===== config.mk =====
export PLATFORM = sky130hd
export DESIGN_NAME = mem_resp_stage
export DESIGN_NICKNAME = d
export VERILOG_FILES = /design/src/rtl/mem_pkg.sv /design/src/rtl/mem_load_align.sv /design/src/rtl/mem_resp_stage.sv
export SDC_FILE = /design/constraint.sdc
export NUM_CORES = 1
export LEC_CHECK = 0
export ABC_AREA = 1
export BUFFER_PORTS_ARGS = -buffer_cell sky130_fd_sc_hd__buf_2
export CAP_MARGIN = 20
export CORE_AREA = 5 5 177 179
export DETAILED_ROUTE_END_ITERATION = 6
export DIE_AREA = 0 0 182 184
export GPL_TIMING_DRIVEN = 0
export PLACE_DENSITY = 0.61
export SYNTH_ARGS = -nofsm -noshare
export SYNTH_HDL_FRONTEND = slang
export SYNTH_SLANG_ARGS = --single-unit

===== constraint.sdc =====
create_clock -name clk -period 23.1 [get_ports clk]
set_clock_uncertainty 0.1 [all_clocks]
set_input_delay 2.31 -clock clk [delete_from_list [all_inputs] [get_ports clk]]
set_output_delay 2.31 -clock clk [all_outputs]
set_load 0.005 [all_outputs]

===== src/rtl/mem_pkg.sv =====
// Shared encodings and sizing helpers for the MEM response stage.
package mem_pkg;

    localparam int LD_OP_W = 3;

    localparam logic [LD_OP_W-1:0] LD_NONE = 3'd0;
    localparam logic [LD_OP_W-1:0] LD_B    = 3'd1;
    localparam logic [LD_OP_W-1:0] LD_BU   = 3'd2;
    localparam logic [LD_OP_W-1:0] LD_H    = 3'd3;
    localparam logic [LD_OP_W-1:0] LD_HU   = 3'd4;
    localparam logic [LD_OP_W-1:0] LD_W    = 3'd5;

    // Bits needed to count 0..max_out discarded responses.
    function automatic int cancel_cnt_w(input int max_out);
        return (max_out < 1) ? 1 : $clog2(max_out + 1);
    endfunction

endpackage


===== src/rtl/mem_load_align.sv =====
// Combinational load extraction: selects the byte/halfword lane and extends it to DATA_W.
module mem_load_align
    import mem_pkg::*;
#(
    parameter int DATA_W = 32
) (
    input  logic [DATA_W-1:0]  data,
    input  logic [1:0]         addr_low,
    input  logic [LD_OP_W-1:0] ld_op,
    output logic [DATA_W-1:0]  result
);

    logic [7:0]        byte_lane;
    logic [15:0]       half_lane;
    logic [DATA_W-1:0] word_val;

    function automatic logic [DATA_W-1:0] ext8(input logic [7:0] v, input logic sgn);
        logic signed [7:0] sv;
        sv = v;
        return {{(DATA_W-8){sgn & sv[7]}}, v};
    endfunction

    function automatic logic [DATA_W-1:0] ext16(input logic [15:0] v, input logic sgn);
        logic signed [15:0] sv;
        sv = v;
        return {{(DATA_W-16){sgn & sv[15]}}, v};
    endfunction

    assign byte_lane = data[{addr_low, 3'b000} +: 8];
    assign half_lane = data[{addr_low[1], 4'b0000} +: 16];

    // Wider datapaths sign-extend the 32-bit word, matching ld.w semantics.
    if (DATA_W > 32) begin : g_word_wide
        assign word_val = {{(DATA_W-32){data[31]}}, data[31:0]};
    end else begin : g_word_narrow
        assign word_val = data;
    end

    always_comb begin
        result = word_val;
        case (ld_op)
            LD_B:    result = ext8(byte_lane, 1'b1);
            LD_BU:   result = ext8(byte_lane, 1'b0);
            LD_H:    result = ext16(half_lane, 1'b1);
            LD_HU:   result = ext16(half_lane, 1'b0);
            default: result = word_val;
        endcase
    end

endmodule


===== src/rtl/mem_resp_stage.sv =====
// MEM pipeline stage with split-transaction data-SRAM response handling,
// response buffering under WB stall, and cancellation of responses owed to flushed loads.
module mem_resp_stage
    import mem_pkg::*;
#(
    parameter int DATA_W          = 32,
    parameter int PAYLOAD_W       = 168,
    parameter int MAX_OUTSTANDING = 2
) (
    input  logic                 clk,
    input  logic                 reset,
    input  logic                 es_to_ms_valid,
    output logic                 ms_allowin,
    input  logic [PAYLOAD_W-1:0] es_payload,
    input  logic [LD_OP_W-1:0]   es_ld_op,
    input  logic                 es_wait_resp,
    input  logic [1:0]           es_addr_low,
    input  logic [DATA_W-1:0]    es_result,
    input  logic [4:0]           es_dest,
    input  logic                 es_gr_we,
    input  logic                 es_cancel_inc,
    input  logic                 data_sram_data_ok,
    input  logic [DATA_W-1:0]    data_sram_rdata,
    input  logic                 ws_allowin,
    input  logic                 flush,
    output logic                 ms_to_ws_valid,
    output logic [PAYLOAD_W-1:0] ms_payload,
    output logic [4:0]           ms_dest,
    output logic                 ms_gr_we,
    output logic [DATA_W-1:0]    ms_final_result,
    output logic                 ms_fwd_valid,
    output logic                 ms_fwd_stall,
    output logic                 cancel_busy
);

    localparam int CNT_W = cancel_cnt_w(MAX_OUTSTANDING);

    logic                 ms_valid_p1;
    logic                 buf_valid_p1;
    logic [CNT_W-1:0]     cancel_cnt;
    logic [CNT_W-1:0]     cancel_cnt_nxt;

    logic [PAYLOAD_W-1:0] payload_p1;
    logic [LD_OP_W-1:0]   ld_op_p1;
    logic                 wait_p1;
    logic [1:0]           addr_low_p1;
    logic [DATA_W-1:0]    result_p1;
    logic [4:0]           dest_p1;
    logic                 gr_we_p1;
    logic [DATA_W-1:0]    buf_p1;

    logic                 own_ok;
    logic                 ms_ready_go;
    logic                 capture;
    logic                 flush_owed;
    logic                 cancel_drop;
    logic [DATA_W-1:0]    load_data;
    logic [DATA_W-1:0]    load_val;

    assign own_ok      = data_sram_data_ok && (cancel_cnt == '0) && ms_valid_p1
                         && wait_p1 && !buf_valid_p1;
    assign ms_ready_go = !wait_p1 || buf_valid_p1 || own_ok;

    assign ms_to_ws_valid = ms_valid_p1 && ms_ready_go && !flush;
    assign ms_allowin     = !ms_valid_p1 || (ms_ready_go && ws_allowin) || flush;
    assign capture        = es_to_ms_valid && ms_allowin && !flush;

    // A response still owed by the flushed instruction must be swallowed later.
    assign flush_owed  = flush && ms_valid_p1 && wait_p1 && !buf_valid_p1 && !own_ok;
    assign cancel_drop = data_sram_data_ok && (cancel_cnt != '0);

    assign cancel_cnt_nxt = cancel_cnt + CNT_W'(flush_owed) + CNT_W'(es_cancel_inc)
                            - CNT_W'(cancel_drop);

    // ---- Control state (EX -> MEM boundary) ----
    always_ff @(posedge clk) begin
        if (reset) begin
            ms_valid_p1  <= 1'b0;
            buf_valid_p1 <= 1'b0;
            cancel_cnt   <= '0;
        end else begin
            cancel_cnt <= cancel_cnt_nxt;
            if (ms_allowin) begin
                ms_valid_p1 <= es_to_ms_valid && !flush;
            end
            if (flush || ms_allowin) begin
                buf_valid_p1 <= 1'b0;
            end else if (own_ok && !ws_allowin) begin
                buf_valid_p1 <= 1'b1;
            end
        end
    end

    // ---- Data registers (EX -> MEM boundary), qualified by ms_valid_p1 ----
    always_ff @(posedge clk) begin
        if (capture) begin
            payload_p1  <= es_payload;
            ld_op_p1    <= es_ld_op;
            wait_p1     <= es_wait_resp;
            addr_low_p1 <= es_addr_low;
            result_p1   <= es_result;
            dest_p1     <= es_dest;
            gr_we_p1    <= es_gr_we;
        end
        if (own_ok && !ws_allowin) begin
            buf_p1 <= data_sram_rdata;
        end
    end

    assign load_data = buf_valid_p1 ? buf_p1 : data_sram_rdata;

    mem_load_align #(
        .DATA_W (DATA_W)
    ) u_load_align (
        .data     (load_data),
        .addr_low (addr_low_p1),
        .ld_op    (ld_op_p1),
        .result   (load_val)
    );

    // ---- MEM -> WB / forwarding outputs ----
    assign ms_payload      = payload_p1;
    assign ms_dest         = dest_p1;
    assign ms_gr_we        = gr_we_p1;
    assign ms_final_result = (ld_op_p1 != LD_NONE) ? load_val : result_p1;
    assign ms_fwd_valid    = ms_valid_p1 && gr_we_p1 && (dest_p1 != 5'd0);
    assign ms_fwd_stall    = ms_fwd_valid && (ld_op_p1 != LD_NONE) && !ms_ready_go;
    assign cancel_busy     = (cancel_cnt != '0);

endmodule


# Word level (Yosys, flattened, before mapping)
# Cells that the tools add are included.
word_totals:
  out_inout_bits: 211
  input_bits: 251
  reg_bits: 248
  wordCells: 60
classes:
  addsub: 3
  mux: 3
  eq_ne: 4
  reduce_logical: 37
  shift: 2
op_table:
  columns: ["cell", "n"]
  rows:
  - ["$pmux 32 s4", 1]
  - ["$mux 32", 2]
  - ["$shiftx 32x6->16", 1]
  - ["$shiftx 32x6->8", 1]
  - ["$logic_and 1x1->1", 20]
  - ["$logic_not 1->1", 7]
  - ["$eq 3x2->1 const B", 2]
  - ["$logic_or 1x1->1", 5]
  - ["$reduce_bool 5->1", 1]
  - ["$add 2x1->2", 2]
  - ["$eq 3x1->1 const B", 1]
  - ["$eq 3x3->1 const B", 1]
  - ["$reduce_bool 3->1", 1]
  - ["$logic_not 2->1", 1]
  - ["$reduce_bool 2->1", 1]
  - ["$reduce_or 2->1", 1]
  - ["$sub 2x1->2", 1]

# Depth between registers and ports, before layout
# Gate-level depths: netlist of the first run.
logic_depth:
  ltp_word: 11
  ltp_mapped: 13
  depth_no_buf: 11

# Modules after synthesis
# Synthesis of the first run repeated with hierarchy kept, for this count alone.
unflattened:
  hier_cells: 729
  hier_area_um2: 9496.6
by_module_without_submodules:
  columns: ["mod", "instances", "area_each_um2", "cells_each", "seq_area_each_um2"]
  rows:
  - ["mem_resp_stage", 1, 8425.6, 497, 7407.1]
  - ["mem_load_align", 1, 1071.0, 232, 0.0]

# Least setup slack after synthesis of the first run
# Ideal clock, no wire load.
synth_timing:
  path_kind: "input to register"
  from: "in data_sram_data_ok"
  to: "reg addr_low_p1[0] (enable)"
  setup_time_ps: 792
  path_buffers: 0
  t_required_ps: 22208
  arrival_ps: 11666
  path_stages: 8
  setup_slack_ps: 10542
  path_cell_list: "nand2_1 > nor2_1 > inv_2 > nand3_2 > nand2_1 > nand2_1 > nand2_1 > nor2_1"
synth_via:
  elab_chain_cells: 10
synth_lines:
  columns: ["item", "line", "rtl"]
  rows:
  - ["start: declaration", "mem_resp_stage.sv:22", "input logic data_sram_data_ok,"]
  - ["$logic_and 1x1->1 (2 in a row)", "mem_resp_stage.sv:60", "assign own_ok = data_sram_data_ok && (cancel_cnt == '0) && ms_valid_p1"]
  - ["$logic_and 1x1->1 (2 in a row)", "mem_resp_stage.sv:61", "&& wait_p1 && !buf_valid_p1;"]
  - ["$logic_or 1x1->1", "mem_resp_stage.sv:62", "assign ms_ready_go = !wait_p1 || buf_valid_p1 || own_ok;"]
  - ["$logic_and 1x1->1", "mem_resp_stage.sv:65", "assign ms_allowin = !ms_valid_p1 || (ms_ready_go && ws_allowin) || flush;"]
  - ["$logic_or 1x1->1 (2 in a row)", "mem_resp_stage.sv:65", null]
  - ["via ms_allowin", "mem_resp_stage.sv:13", "output logic ms_allowin,"]
  - ["$logic_and 1x1->1 (2 in a row)", "mem_resp_stage.sv:66", "assign capture = es_to_ms_valid && ms_allowin && !flush;"]
  - ["via capture", "mem_resp_stage.sv:54", "logic capture;"]
  - ["end signal: assignment", "mem_resp_stage.sv:100", "addr_low_p1 <= es_addr_low;"]
  - ["end: declaration", "mem_resp_stage.sv:46", "logic [1:0] addr_low_p1;"]
# The timed path passes the listed nets, and every way through them passes these cells.
# A chain may end at the register's enable or synchronous reset.

# Worst setup path after layout of the first run
layout_timing:
  from: "in data_sram_rdata[23]"
  to: "out ms_final_result[15]"
layout_via:
  elab_chain_cells: 4
layout_lines:
  columns: ["item", "line", "rtl"]
  rows:
  - ["start: declaration", "mem_resp_stage.sv:23", "input logic [DATA_W-1:0] data_sram_rdata,"]
  - ["$mux 32", "mem_resp_stage.sv:110", "assign load_data = buf_valid_p1 ? buf_p1 : data_sram_rdata;"]
  - ["$shiftx 32x6->8", "mem_load_align.sv:29", "assign byte_lane = data[{addr_low, 3'b000} +: 8];"]
  - ["$pmux 32 s4", "mem_load_align.sv:41", "case (ld_op)"]
  - ["$mux 32", "mem_resp_stage.sv:125", "assign ms_final_result = (ld_op_p1 != LD_NONE) ? load_val : result_p1;"]
  - ["end: declaration", "mem_resp_stage.sv:30", "output logic [DATA_W-1:0] ms_final_result,"]
# No other way between the ends.

==> metrics.txt, run 1 <==
status=finished, final reports clean; hpwl dp=27,500 um; CTS H-Tree Depth=1; initial DRC count=between 400 and 500; Avg Cell Area, Syn=12.8 um2; worst skew pair latency=0.54 ns; count of final hold-check violations=0; synth-to-layout area growth=39.5%; GRT Util Overall=19.1%; DR WL/cell=20.3 um; Post-DRT Antenna Nets=0; Row Count=63; Synth area leaders=edfxtp_1, nand2_1, nand3_1, inv_1, nand3_2; WHS Path Cells=2; Synth Area in Compound Gates=a little over 1%; Req. time, crit path=20.69 ns; Final Cycle Share=26.0%; total global routing overflow=0; most frequent cells in the layout=buf_2, edfxtp_1, nand2_1, nand3_1, inv_1; Post-Synth XOR/XNOR Area=0.0901%; DR DRC count=0; CTS Hold Bufs=0; Synth Register Bits=248; largest net degree at the start of global routing=37; most common cell after layout, fill and taps aside=buf_2; hold slack=0.523 ns; GPL Wtd Cong=~0.9; setup TNS=0 ns; CP arrival=3.59 ns; Design Area, Final=13,600 um2; Cell variety after synth=25; Layout Nets=1,510; CP startpoint kind=input pin; Worst-path clk slew=0.06 ns; Post-Synthesis Cells=around 760; FMAX=167 MHz; full die area=33,500 um2; mux contribution to synthesized area=0%; area fraction of the dominant cell type after synthesis=between 70% and 80%; Ports=approximately 460; Reg2Reg Depth=14; area leader, netlist=edfxtp_1; Root Buffer=clkbuf_16; syn_nets=1,011; worst setup margin=17.10 ns; adder-cell share of the synthesized area=0.334%; min Tclk post-route=between 6 and 7 ns; Max VDD drop=0.0000692 V; Crit Path Class=input pin to primary output; post-synthesis sequential area ratio=76.2%; Die H=184 um; Power per Cell Area=76.9 nW/um2; vias=7,516; total number of yosys warnings=0; drt via density=4.50; maximum clock insertion buffer count=3; # setup viols final=0; starting density of the core=33.1%; Cells after DPL=1,617; layout cells sized above 1=44.5%; drt pass-1 iters=5; post-cts resize count=0; final non-filler cell total=roughly 1,700; Pins Over Slew Limit=0; Post-CTS Setup Inserts=0; largest family of logic cells by synthesized area=simple AND/OR/NAND/NOR gates; crit-path max FO=10; Static Leak=6.16 nW; core outline area=29,400 um2; Placed Area=12,700 um2; area of the mapped netlist=about 9700 um2; Hold Crit Class=flop to flop; Max Cap Viol=0; measured slew at the worst slew-check pin=about 0.75 ns; first-pass GRT wire length=47,900 um; initial antenna violation count=20; worst rel slew slack=50.1%; DP Worst Slack=between 15 and 20 ns; RSZ-0062 raised after global routing=false; Simple-Gate Fraction of Synth Area=between 10% and 20%; CTS tree=built; crit end category=primary output; Post-Route WL=roughly 34,000 um; CTS Buf Count=28; vias in the first global route=approximately 7,500; Port Buf Inserts=461; # clock sinks=248; Die X=between 150 and 200 um
==> state kept, by name, summed over array words and instances, names as in the netlist <==
signal,count
ms_payload,168
ms_gr_we,1
buf_valid_p1,1
ms_dest,5
addr_low_p1,2
buf_p1,32
wait_p1,1
cancel_cnt,2
result_p1,32
ld_op_p1,3
ms_valid_p1,1
==> through the flow <==
step	total power, mW	utilization [%]
5_1_grt	1.09	46.1
3_5_place_dp	0.642	43.2
2_1_floorplan	0.583	-
4_1_cts	1.05	46.1
6_report	1.04	46.1
3_3_place_gp	0.645	42.6
==> layer usage <==
metal / wire (um) / share of wire, % / up-vias / GRT usage (%)
li1: - / - / 3601 / -
met1: 11300 / 33 / 3449 / 20.4
met2: 17400 / 51 / 349 / 34.0
met3: 3770 / 11 / 85 / 8.45
met4: 1200 / 3.6 / 32 / 6.39
met5: 202 / 0.60 / - / 0
==> synthesized netlist by cell type <==
| library cell | number |
|---|---|
| edfxtp_1 | 244 |
| nand2_1 | 213 |
| nand3_1 | 103 |
| inv_1 | 50 |
| nor2_1 | 31 |
| buf_2 | 14 |
| nand3_2 | 14 |
| or2_2 | 13 |
| clkinv_1 | 10 |
| o21ai_1 | 9 |
| a21oi_1 | 7 |
| clkbuf_1 | 7 |
| inv_2 | 7 |
| buf_4 | 5 |
| nand2_2 | 5 |
| and2_1 | 4 |
| dfxtp_1 | 4 |
| o21ai_0 | 4 |
| or2_1 | 4 |
| buf_6 | 3 |
| nor3_1 | 3 |
| clkinv_4 | 1 |
| fa_1 | 1 |
| ha_1 | 1 |
| xor2_1 | 1 |
==> worst paths after layout <==
kind / startpoint / to / slack [ns]
worst max register to register: buf_valid_p1$_SDFFE_PP0P_ / ms_payload[54]$_DFFE_PP_ / 20.13
worst min-delay path: cancel_cnt[1]$_SDFF_PP0_ / cancel_cnt[1]$_SDFF_PP0_ / 0.52
worst min register to register: cancel_cnt[1]$_SDFF_PP0_ / cancel_cnt[1]$_SDFF_PP0_ / 0.52
worst max-delay path: data_sram_rdata[23] / ms_final_result[15] / 17.10
==> layout make-up <==
class	instances	area, um2
Fill cell	2726	15800
Sequential cell	248	7410
Timing Repair Buffer	469	2480
Multi-Input combinational cell	413	1910
Clock buffer	39	742
Tap cell	390	488
Inverter	68	260
Buffer	29	168
Clock inverter	11	105
Antenna cell	3	7.51
==> power by group <==
part / switching [mW] / total, mW / internal (mW)
registers: 0.00517 / 0.523 / 0.517
logic: 0.0621 / 0.109 / 0.0469
clock network: 0.176 / 0.411 / 0.235
==> critical path: stages <==
cell and delay (ns):
buf_2 0.13, nand2_1 0.07, nand3_1 0.09, nand3_1 0.08
nand2_1 0.13, nand2_2 0.12, buf_4 0.22, a21oi_1 0.26
buf_2 0.17
==> cells by family after synthesis <==
group,count (synthesis)
xor+xnor,1
simple gates,390
flops,248
fa+ha+maj,2
buf+inv,97
compound gates,20
Power figures use the tool's default switching activity.
==> run 2: changes to the inputs <==
==> constraint.sdc (replaced) <==
create_clock -name clk -period 6.05 [get_ports clk]
set_clock_uncertainty 0.1 [all_clocks]
set_input_delay 0.605 -clock clk [delete_from_list [all_inputs] [get_ports clk]]
set_output_delay 0.605 -clock clk [all_outputs]
set_load 0.005 [all_outputs]
==> metrics.txt, run 2 (synthesis gave the netlist of run 1 again) <==
Layout Nets=1,509; max reg flops=about 170; worst r2r dst=ms_payload[147]$_DFFE_PP_; Worst-path clk slew=0.06 ns; post-cts resize count=0; Critical path destination=ms_final_result[9]; Post-Route WL=34,100 um; crit-path max FO=10; Die X=182 um; Port Buf Inserts=461; Die H=184 um; drt pass-1 iters=5; fill count=2,751; # clock sinks=248; hpwl dp=27,700 um; vias in the first global route=7,486; total global routing overflow=0; crit end category=primary output; WHS Path Cells=1; Crit Path Class=flop to primary output; drt via density=4.54; CP startpoint kind=flop; combinational power share=between 10 and 15%; Flop pwr share=48.5%; Post-DRT Antenna Nets=0; GRT Util Overall=19.3%; CTS Hold Bufs=0; Worst setup startpoint=ld_op_p1[0]$_DFFE_PP_; starting density of the core=between 30% and 40%; Req. time, crit path=roughly 5.3 ns; flop2flop setup slack=3.03 ns; full die area=33,500 um2; Max Cap Viol=0; FMAX=304 MHz; core outline area=between 20,000 and 30,000 um2; GPL Wtd Cong=between 0.9 and 1; DR DRC count=0; status=finished, final reports clean; Row Count=63; multi-input logic area=1910 um2; FF-to-FF Start=buf_valid_p1$_SDFFE_PP0P_; worst rel slew slack=between 50% and 60%; Post-CTS Setup Inserts=0; vias=7,599; maximum clock insertion buffer count=3; Ports=462; Register Area=7410 um2; RSZ-0062 raised after global routing=false; Pins Over Slew Limit=0; Hold Crit Class=input pin to flop; DR WL/cell=20.4 um; CTS Buf Count=27; synth-to-layout area growth=40.2%; Reg2Reg Depth=14; Pint=about 3.2 mW; measured slew at the worst slew-check pin=0.705 ns; Power per Cell Area=302 nW/um2; Static Leak=6.19 nW; Net Sw Power=0.930 mW; CP arrival=2.58 ns; worst skew pair latency=0.55 ns; Final Cycle Share=54.4%; hold slack=0.127 ns; min Tclk post-route=3.29 ns; Max VDD drop=0.000228 V; first-pass GRT wire length=roughly 48,000 um; initial antenna violation count=23; count of final hold-check violations=0; CTS H-Tree Depth=1; CTS tree=built; layout cells sized above 1=44.6%; Root Buffer=clkbuf_16; initial DRC count=about 450; Tot Pwr=approximately 4.1 mW; most frequent cells in the layout=buf_2, edfxtp_1, nand2_1, nand3_1, inv_1; Sw Share=between 20% and 30%; clock share of power=between 40% and 50%; largest net degree at the start of global routing=31; # setup viols final=0; most common cell after layout, fill and taps aside=buf_2
## run 2: layout make-up
class                      count  area share, %
buffer                        29           1.23
sequential                   248           54.3
tap                          390           3.58
multi-input combinational    413           14.0
inverter                      68           1.91
clock inverter                19           1.65
antenna                        7          0.128
clock buffer                  30           5.04
timing repair buffer         469           18.2
## run 2: per-layer routing
metal | share of wire [%] | vias to the layer above | GRT usage [%]
met5 | 0.62 | - | 0
met3 | 11 | 99 | 8.09
met4 | 3.6 | 32 | 6.09
met2 | 52 | 380 | 34.7
li1 | - | 3614 | -
met1 | 33 | 3474 | 20.7
## run 2: power by group through the flow
stage	logic (mW)	registers [mW]	clock network [mW]
finish	0.418	2.00	1.70
global route	0.462	2.00	1.82
detailed placement	0.422	2.03	0
global placement	0.401	2.04	0
floorplan	0.165	2.05	0
CTS	0.424	2.00	1.74
## run 2: critical path, cell delays in order, from the launching register on
cell	delay (ns)
edfxtp_1	0.46
nor2_1	0.17
nand2_1	0.22
inv_1	0.20
clkbuf_1	0.56
nand2_1	0.17
nand2_1	0.11
buf_2	0.15
## run 2: through the flow
stage          setup TNS (ns)  setup WS, ns  std cells  area [um2]  util, %
2_1_floorplan               0          1.23        758        9730        -
3_3_place_gp           -47.31        -0.249       1609       12500     42.6
3_5_place_dp                0          3.02       1617       12700     43.2
4_1_cts                     0          2.68       1666       13600     46.3
5_1_grt                     0          2.57       1671       13600     46.4
6_report                    0          2.76       1673       13600     46.4
## run 2: worst min path at each step
stage / startpoint / endpoint
2_1_floorplan: cancel_cnt[1]$_SDFF_PP0_ / cancel_cnt[1]$_SDFF_PP0_
3_3_place_gp: cancel_cnt[1]$_SDFF_PP0_ / cancel_cnt[1]$_SDFF_PP0_
3_5_place_dp: cancel_cnt[1]$_SDFF_PP0_ / cancel_cnt[1]$_SDFF_PP0_
4_1_cts: reset / cancel_cnt[0]$_SDFF_PP0_
5_1_grt: es_payload[131] / ms_payload[131]$_DFFE_PP_
6_report: es_payload[1] / ms_payload[1]$_DFFE_PP_
